[config.mk]
export PLATFORM = sky130hd
export DESIGN_NAME = eth_frame_rx_flat
export DESIGN_NICKNAME = d
export VERILOG_FILES = /design/src/rtl/eth_pkg.sv /design/src/rtl/eth_frame_rx_if.sv /design/src/rtl/eth_crc32_byte.sv /design/src/rtl/eth_frame_rx.sv /design/src/flat_wrapper.sv
export SDC_FILE = /design/constraint.sdc
export NUM_CORES = 1
export LEC_CHECK = 0
export CORE_MARGIN = 2
export CORE_UTILIZATION = 55
export DETAILED_ROUTE_END_ITERATION = 10
export DONT_BUFFER_PORTS = 1
export PLACE_DENSITY = 0.75
export SETUP_SLACK_MARGIN = 0.2
export SYNTH_ARGS = -nofsm -noshare
export SYNTH_HDL_FRONTEND = slang
export SYNTH_SLANG_ARGS = --single-unit
export TNS_END_PERCENT = 10
[constraint.sdc]
create_clock -name clk -period 4.5 [get_ports clk]
set_input_delay 0.9 -clock clk [delete_from_list [all_inputs] [get_ports clk]]
set_output_delay 0.9 -clock clk [all_outputs]
set_load 0.005 [all_outputs]
[src/rtl/eth_pkg.sv]
// Shared constants and state type for the Ethernet receive path.
package eth_pkg;

    localparam logic [7:0]  ETH_PREAMBLE = 8'h55;
    localparam logic [7:0]  ETH_SFD      = 8'hD5;
    localparam logic [47:0] ETH_BCAST    = 48'hFFFF_FFFF_FFFF;

    localparam logic [31:0] CRC_POLY     = 32'hEDB8_8320;
    localparam logic [31:0] CRC_INIT     = 32'hFFFF_FFFF;
    localparam logic [31:0] CRC_RESIDUE  = 32'hDEBB_20E3;

    localparam int unsigned ETH_MAC_LEN   = 6;
    localparam int unsigned ETH_HDR_LEN   = 14;
    localparam int unsigned ETH_FCS_LEN   = 4;
    // One slot beyond the FCS so the FCS never reaches the payload output.
    localparam int unsigned ETH_DLY_DEPTH = ETH_FCS_LEN + 1;

    typedef enum logic [2:0] {
        StIdle,
        StPreamble,
        StHeader,
        StPayload,
        StDrop
    } rx_state_e;

endpackage

[src/rtl/eth_frame_rx_if.sv]
// Receive byte stream in, parsed header and payload stream out.
interface eth_frame_rx_if;

    logic [7:0]  rx_data;
    logic        rx_valid;
    logic        rx_err;

    logic        hdr_valid;
    logic [47:0] src_mac;
    logic [15:0] eth_type;
    logic [7:0]  pay_data;
    logic        pay_valid;
    logic        pay_last;
    logic        frame_done;
    logic        frame_ok;

    modport master (
        output rx_data, rx_valid, rx_err,
        input  hdr_valid, src_mac, eth_type, pay_data, pay_valid, pay_last,
        input  frame_done, frame_ok
    );

    modport slave (
        input  rx_data, rx_valid, rx_err,
        output hdr_valid, src_mac, eth_type, pay_data, pay_valid, pay_last,
        output frame_done, frame_ok
    );

endinterface

[src/rtl/eth_crc32_byte.sv]
// Combinational one-byte update of the reflected Ethernet CRC32 register.
module eth_crc32_byte
    import eth_pkg::*;
(
    input  logic [31:0] crc_in,
    input  logic [7:0]  data,
    output logic [31:0] crc_out
);

    always_comb begin
        crc_out = crc_in;
        for (int i = 0; i < 8; i++) begin
            crc_out = (crc_out >> 1) ^ ((crc_out[0] ^ data[i]) ? CRC_POLY : 32'h0);
        end
    end

endmodule

[src/rtl/eth_frame_rx.sv]
// Ethernet RX frame parser: preamble strip, MAC filter, header capture, FCS-less payload.
// Define ETH_RX_PROMISC_EN to disable the destination MAC filter.
module eth_frame_rx
    import eth_pkg::*;
#(
    parameter logic [47:0] LOCAL_MAC = 48'h02_00_00_00_00_01,
    parameter int unsigned MIN_FRAME = 64,
    parameter int unsigned MAX_FRAME = 1518
) (
    input logic           clk,
    input logic           rst,
    eth_frame_rx_if.slave bus
);

    localparam logic [15:0] MinLen  = 16'(MIN_FRAME);
    localparam logic [15:0] MaxLen  = 16'(MAX_FRAME);
    localparam logic [15:0] MacLen  = 16'(ETH_MAC_LEN);
    localparam logic [15:0] HdrLen  = 16'(ETH_HDR_LEN);
    localparam logic [2:0]  DlyFull = 3'(ETH_DLY_DEPTH);

    rx_state_e state_q, state_d;
    logic [15:0] cnt_q, cnt_d, cnt_inc;
    logic [31:0] crc_q, crc_d, crc_next;
    logic        err_q, err_d;
    logic        gap_q, gap_d;
    logic [55:0] sr_q, sr_d;
    logic [2:0]  fill_q, fill_d;
    logic [ETH_DLY_DEPTH-1:0][7:0] dly_q, dly_d;

    logic        hdr_valid_q, hdr_valid_d;
    logic [47:0] src_q, src_d;
    logic [15:0] type_q, type_d;
    logic [7:0]  pay_data_q, pay_data_d;
    logic        pay_valid_q, pay_valid_d;
    logic        pay_last_q, pay_last_d;
    logic        done_q, done_d;
    logic        ok_q, ok_d;
    logic        dst_ok;

    eth_crc32_byte u_crc (
        .crc_in  (crc_q),
        .data    (bus.rx_data),
        .crc_out (crc_next)
    );

    assign cnt_inc = cnt_q + 16'd1;

`ifdef ETH_RX_PROMISC_EN
    assign dst_ok = 1'b1;
`else
    logic [47:0] dst_mac;
    assign dst_mac = {sr_q[39:0], bus.rx_data};
    assign dst_ok  = (dst_mac == LOCAL_MAC) || (dst_mac == ETH_BCAST);
`endif

    always_comb begin
        state_d     = state_q;
        cnt_d       = cnt_q;
        crc_d       = crc_q;
        err_d       = err_q;
        // A frame may only start after rx_valid has been seen low since reset.
        gap_d       = gap_q | ~bus.rx_valid;
        sr_d        = sr_q;
        fill_d      = fill_q;
        dly_d       = dly_q;
        src_d       = src_q;
        type_d      = type_q;
        pay_data_d  = pay_data_q;
        hdr_valid_d = 1'b0;
        pay_valid_d = 1'b0;
        pay_last_d  = 1'b0;
        done_d      = 1'b0;
        ok_d        = 1'b0;

        unique case (state_q)
            StIdle: begin
                if (bus.rx_valid) begin
                    state_d = (gap_q && bus.rx_data == ETH_PREAMBLE) ? StPreamble : StDrop;
                end
            end
            StPreamble: begin
                if (!bus.rx_valid) begin
                    state_d = StIdle;
                end else if (bus.rx_data == ETH_SFD) begin
                    state_d = StHeader;
                    crc_d   = CRC_INIT;
                    cnt_d   = 16'd0;
                    err_d   = 1'b0;
                    fill_d  = 3'd0;
                end else if (bus.rx_data != ETH_PREAMBLE) begin
                    state_d = StDrop;
                end
            end
            StHeader: begin
                if (!bus.rx_valid) begin
                    state_d = StIdle;
                end else begin
                    crc_d = crc_next;
                    cnt_d = cnt_inc;
                    err_d = err_q | bus.rx_err;
                    sr_d  = {sr_q[47:0], bus.rx_data};
                    if (cnt_inc == MacLen && !dst_ok) begin
                        state_d = StDrop;
                    end else if (cnt_inc == HdrLen) begin
                        state_d         = StPayload;
                        hdr_valid_d     = 1'b1;
                        {src_d, type_d} = {sr_q, bus.rx_data};
                    end
                end
            end
            StPayload: begin
                if (!bus.rx_valid) begin
                    state_d = StIdle;
                    done_d  = 1'b1;
                    if (fill_q == DlyFull) begin
                        pay_valid_d = 1'b1;
                        pay_last_d  = 1'b1;
                        pay_data_d  = dly_q[ETH_DLY_DEPTH-1];
                        ok_d        = (crc_q == CRC_RESIDUE) && !err_q && (cnt_q >= MinLen);
                    end
                end else if (cnt_inc > MaxLen) begin
                    state_d = StDrop;
                    done_d  = 1'b1;
                end else begin
                    crc_d = crc_next;
                    cnt_d = cnt_inc;
                    err_d = err_q | bus.rx_err;
                    dly_d = {dly_q[ETH_DLY_DEPTH-2:0], bus.rx_data};
                    if (fill_q == DlyFull) begin
                        pay_valid_d = 1'b1;
                        pay_data_d  = dly_q[ETH_DLY_DEPTH-1];
                    end else begin
                        fill_d = fill_q + 3'd1;
                    end
                end
            end
            StDrop: begin
                if (!bus.rx_valid) begin
                    state_d = StIdle;
                end
            end
            default: state_d = StIdle;
        endcase
    end

    always_ff @(posedge clk) begin
        if (!rst) begin
            state_q     <= StIdle;
            cnt_q       <= 16'd0;
            crc_q       <= CRC_INIT;
            err_q       <= 1'b0;
            gap_q       <= 1'b0;
            sr_q        <= '0;
            fill_q      <= 3'd0;
            dly_q       <= '0;
            hdr_valid_q <= 1'b0;
            src_q       <= 48'd0;
            type_q      <= 16'd0;
            pay_data_q  <= 8'd0;
            pay_valid_q <= 1'b0;
            pay_last_q  <= 1'b0;
            done_q      <= 1'b0;
            ok_q        <= 1'b0;
        end else begin
            state_q     <= state_d;
            cnt_q       <= cnt_d;
            crc_q       <= crc_d;
            err_q       <= err_d;
            gap_q       <= gap_d;
            sr_q        <= sr_d;
            fill_q      <= fill_d;
            dly_q       <= dly_d;
            hdr_valid_q <= hdr_valid_d;
            src_q       <= src_d;
            type_q      <= type_d;
            pay_data_q  <= pay_data_d;
            pay_valid_q <= pay_valid_d;
            pay_last_q  <= pay_last_d;
            done_q      <= done_d;
            ok_q        <= ok_d;
        end
    end

    assign bus.hdr_valid  = hdr_valid_q;
    assign bus.src_mac    = src_q;
    assign bus.eth_type   = type_q;
    assign bus.pay_data   = pay_data_q;
    assign bus.pay_valid  = pay_valid_q;
    assign bus.pay_last   = pay_last_q;
    assign bus.frame_done = done_q;
    assign bus.frame_ok   = ok_q;

endmodule

[src/flat_wrapper.sv]
// flat-port wrapper written by rule: the top's interface ports become plain ports
module eth_frame_rx_flat import eth_pkg::*;
#(
    parameter logic [47:0] LOCAL_MAC = 48'h02_00_00_00_00_01,
    parameter int unsigned MIN_FRAME = 64,
    parameter int unsigned MAX_FRAME = 1518
)
  (clk, rst, bus_rx_data, bus_rx_valid, bus_rx_err, bus_hdr_valid, bus_src_mac, bus_eth_type, bus_pay_data, bus_pay_valid, bus_pay_last, bus_frame_done, bus_frame_ok);
  eth_frame_rx_if bus_i ();
  input logic clk;
  input logic rst;
  input wire logic [$bits(bus_i.rx_data)-1:0] bus_rx_data;
  input wire logic [$bits(bus_i.rx_valid)-1:0] bus_rx_valid;
  input wire logic [$bits(bus_i.rx_err)-1:0] bus_rx_err;
  output wire logic [$bits(bus_i.hdr_valid)-1:0] bus_hdr_valid;
  output wire logic [$bits(bus_i.src_mac)-1:0] bus_src_mac;
  output wire logic [$bits(bus_i.eth_type)-1:0] bus_eth_type;
  output wire logic [$bits(bus_i.pay_data)-1:0] bus_pay_data;
  output wire logic [$bits(bus_i.pay_valid)-1:0] bus_pay_valid;
  output wire logic [$bits(bus_i.pay_last)-1:0] bus_pay_last;
  output wire logic [$bits(bus_i.frame_done)-1:0] bus_frame_done;
  output wire logic [$bits(bus_i.frame_ok)-1:0] bus_frame_ok;
  assign bus_i.rx_data = bus_rx_data;
  assign bus_i.rx_valid = bus_rx_valid;
  assign bus_i.rx_err = bus_rx_err;
  assign bus_hdr_valid = bus_i.hdr_valid;
  assign bus_src_mac = bus_i.src_mac;
  assign bus_eth_type = bus_i.eth_type;
  assign bus_pay_data = bus_i.pay_data;
  assign bus_pay_valid = bus_i.pay_valid;
  assign bus_pay_last = bus_i.pay_last;
  assign bus_frame_done = bus_i.frame_done;
  assign bus_frame_ok = bus_i.frame_ok;
  eth_frame_rx #(.LOCAL_MAC(LOCAL_MAC), .MIN_FRAME(MIN_FRAME), .MAX_FRAME(MAX_FRAME)) u_core (.clk(clk), .rst(rst), .bus(bus_i));
endmodule
==> qor.csv <==
metric,value,unit
worst-margin pin slew,0.8639,ns
"commonest non-fill, non-tap cell in the layout",nand2_1,
Post-layout nets,1202,
"Seq/Total Area, Yosys",0.4634,
Gate Count Post-Synth,1235,
H-Tree Depth,1,
Max Cap Violations,0,
first-pass GRT wire length,38740,um
"Setup violations, final",0,
DR pass1 iterations,5,
fraction of layout cells with a size suffix above 1,0.06422,
CP max stage cell,buf_4,
Hold Buf Count CTS,0,
CP Capture Point,u_core.bus.src_mac[31]$_SDFFE_PN0P_,
Port-buffer cells,0,
"Setup Fix Bufs, Post-CTS",0,
"Clk Latency, worst-skew pair",0.53,ns
clock root buffer,clkbuf_16,
Finished Core Util,0.6042,
Worst IR Drop VDD,367.1,uV
dpl cell area,9902,um2
hold crit path type,flip-flop to flip-flop,
"EDFF count, synth",0,
FMAX,287.8,MHz
CP Buf/Inv Count,1,
"slowest stage delay, CP",0.48,ns
Area Overhead vs Synth,8.587,%
Die ar.,19080,um2
number of global-route vias before repair,7540,
status,"finished, final reports clean",
RR Endpoint,u_core.bus.src_mac[31]$_SDFFE_PN0P_,
TritonCTS clock tree,built,
DP HPWL,14710,um
PnR worst setup slack,1.026,ns
most frequent cells in the layout,"nand2_1, dfxtp_1, a21oi_1",
Setup WS pre-CTS,0.9200,ns
via count,8298,
CP Capture Type,flip-flop,
DRT antenna net count,0,
Synthesized Nets,1252,
Critical Path RT,4.95,ns
initial DRC count,726,
Post-route DRC,0,
relative slew slack,0.4199,
RSZ-0062 raised after global routing,no,
Critical Path AT,3.92,ns
crit path cell chain,ha_1 > and3_2 > nand4_2 > o21ai_1 > o211ai_4 > nor3_2 > and2_2 > buf_4 > nand2_1 > a21oi_1,
RD Place Congestion,0.9218,
Multi-input gate area,4887,um2
clk_skew,0.01932,ns
die width,138.1,um
Reg2Reg Setup Slack,1.03,ns
antenna fix cells,0,
clock buffer depth,3,
Leak,3.524,nW
WHS Path Cells,2,
Die Y,138.1,um
routed len/inst,16.39,um
core box area,17780,um2
Total Wirelength,23410,um
Reg2Reg Depth,10,
total CTS buffers,24,
via/cell ratio,5.811,
critical path class,flip-flop to flip-flop,
Hold WS,0.4479,ns
pwr/cell area,404.0,nW/um2
post-synthesis cell type count,67,
total gr overflow,0,
largest net degree at the start of global routing,116,
fillers,1622,
DP Cell Count,1388,
Non-Filler Instances,1428,
I/O Pins,89,
Crit Path Max Fanout,49,
Final Total Pwr,4.340,mW
Post-Syn Area,9893,um2
initial antenna violation count,0,
Initial Util,0.5564,
"Avg Cell Area, Syn",8.011,um2
Yosys warning count,0,
final hold vios,0,
clk sinks,229,
CTS-repair resized insts,0,
Finished Cell Area,10740,um2
Tot GR Track Use,0.2361,
count of state elements after synthesis,229,
Final Max Tran Viols,0,
Final period util,0.7720,
Reg area,4584,um2
crit-path leading delay family,simple AND/OR/NAND/NOR gates,
most used flip-flop cell after synthesis,dfxtp_1,
Fin Setup TNS,0,ns
Crit path depth,10,
clock slew seen by the registers of the worst setup and hold paths,0.06,ns
Async SR Flop Fraction,0,
Cell Rows,49,
nature of the critical path startpoint,flip-flop,
final critical-path required period,3.474,ns
crit path from,u_core.cnt_q[0]$_SDFFE_PN0P_,
Reg2Reg Launch Point,u_core.cnt_q[0]$_SDFFE_PN0P_,
[where the power goes]
| group | switching, mW | internal, mW | total, mW |
|---|---|---|---|
| sequential | 0.0143 | 2.03 | 2.05 |
| clock | 0.812 | 1.28 | 2.09 |
| combinational | 0.115 | 0.0884 | 0.204 |
| total | 0.942 | 3.40 | 4.34 |
[worst min-delay path: cells and delay by family (launching register included)]
| family | cells | cell delay (ns) |
|---|---|---|
| flops | 1 | 0.31 |
| simple gates | 1 | 0.05 |
| compound gates | 1 | 0.05 |
[layer usage]
metal,routed length (um),global-route usage
met5,0,0
met4,523,0.06606
met3,1567,0.04399
met2,11110,0.3851
met1,10210,0.3232
[layout make-up]
type                       instances  area share
sequential                       229      0.4267
clock inverter                     9     0.01619
multi-input combinational        908      0.4549
clock buffer                      31     0.06208
tap                              229     0.02667
timing repair buffer              15     0.01048
inverter                           7    0.002912
[cell usage after synthesis, types with 6 or more instances]
master / count / share of area
nor3_1: 42 / 0.021
inv_1: 7 / 0.0027
buf_4: 7 / 0.0053
xor2_1: 15 / 0.013
and3_1: 8 / 0.0051
xnor2_1: 55 / 0.049
o21ai_1: 12 / 0.0061
nand4b_1: 8 / 0.0071
nor4_1: 16 / 0.010
o21ai_0: 33 / 0.017
nor4b_1: 6 / 0.0053
clkbuf_1: 57 / 0.022
nand3_1: 10 / 0.0051
nand4_1: 19 / 0.012
a31oi_1: 8 / 0.0051
buf_2: 22 / 0.011
dfxtp_1: 229 / 0.46
nand2_1: 345 / 0.13
a21oi_1: 185 / 0.094
mux2i_1: 10 / 0.010
nor2_1: 57 / 0.022
[registers in the layout, summed over array words and instances, names as in the netlist, 3 cells and up]
signal / cells
u_core.sr_q: 56
u_core.bus.src_mac: 48
u_core.dly_q: 40
u_core.crc_q: 32
u_core.bus.eth_type: 16
u_core.cnt_q: 16
u_core.bus.pay_data: 8
u_core.fill_q: 3
u_core.state_q: 3
[logic make-up after synthesis]
family,share of synthesized area
buffers and inverters,0.04351
muxes,0.01239
and+or+nand+nor,0.2532
xor gates and xnor gates,0.07247
DFF,0.4634
adders and majority gates,0.006324
AOI/OAI and AO/OA,0.1487
[how the worst min path moves through the flow]
| stage | start | endpoint |
|---|---|---|
| 6_report | u_core.dly_q[24]$_SDFFE_PN0P_ | u_core.dly_q[32]$_SDFFE_PN0P_ |
| 5_1_grt | rst | u_core.crc_q[1]$_SDFFE_PN1P_ |
| 4_1_cts | rst | u_core.crc_q[27]$_SDFFE_PN1P_ |
| 3_5_place_dp | u_core.dly_q[19]$_SDFFE_PN0P_ | u_core.dly_q[27]$_SDFFE_PN0P_ |
| 3_3_place_gp | u_core.dly_q[19]$_SDFFE_PN0P_ | u_core.dly_q[27]$_SDFFE_PN0P_ |
| 2_1_floorplan | u_core.dly_q[2]$_SDFFE_PN0P_ | u_core.dly_q[10]$_SDFFE_PN0P_ |
No activity file was read; power rests on OpenSTA's default activity.
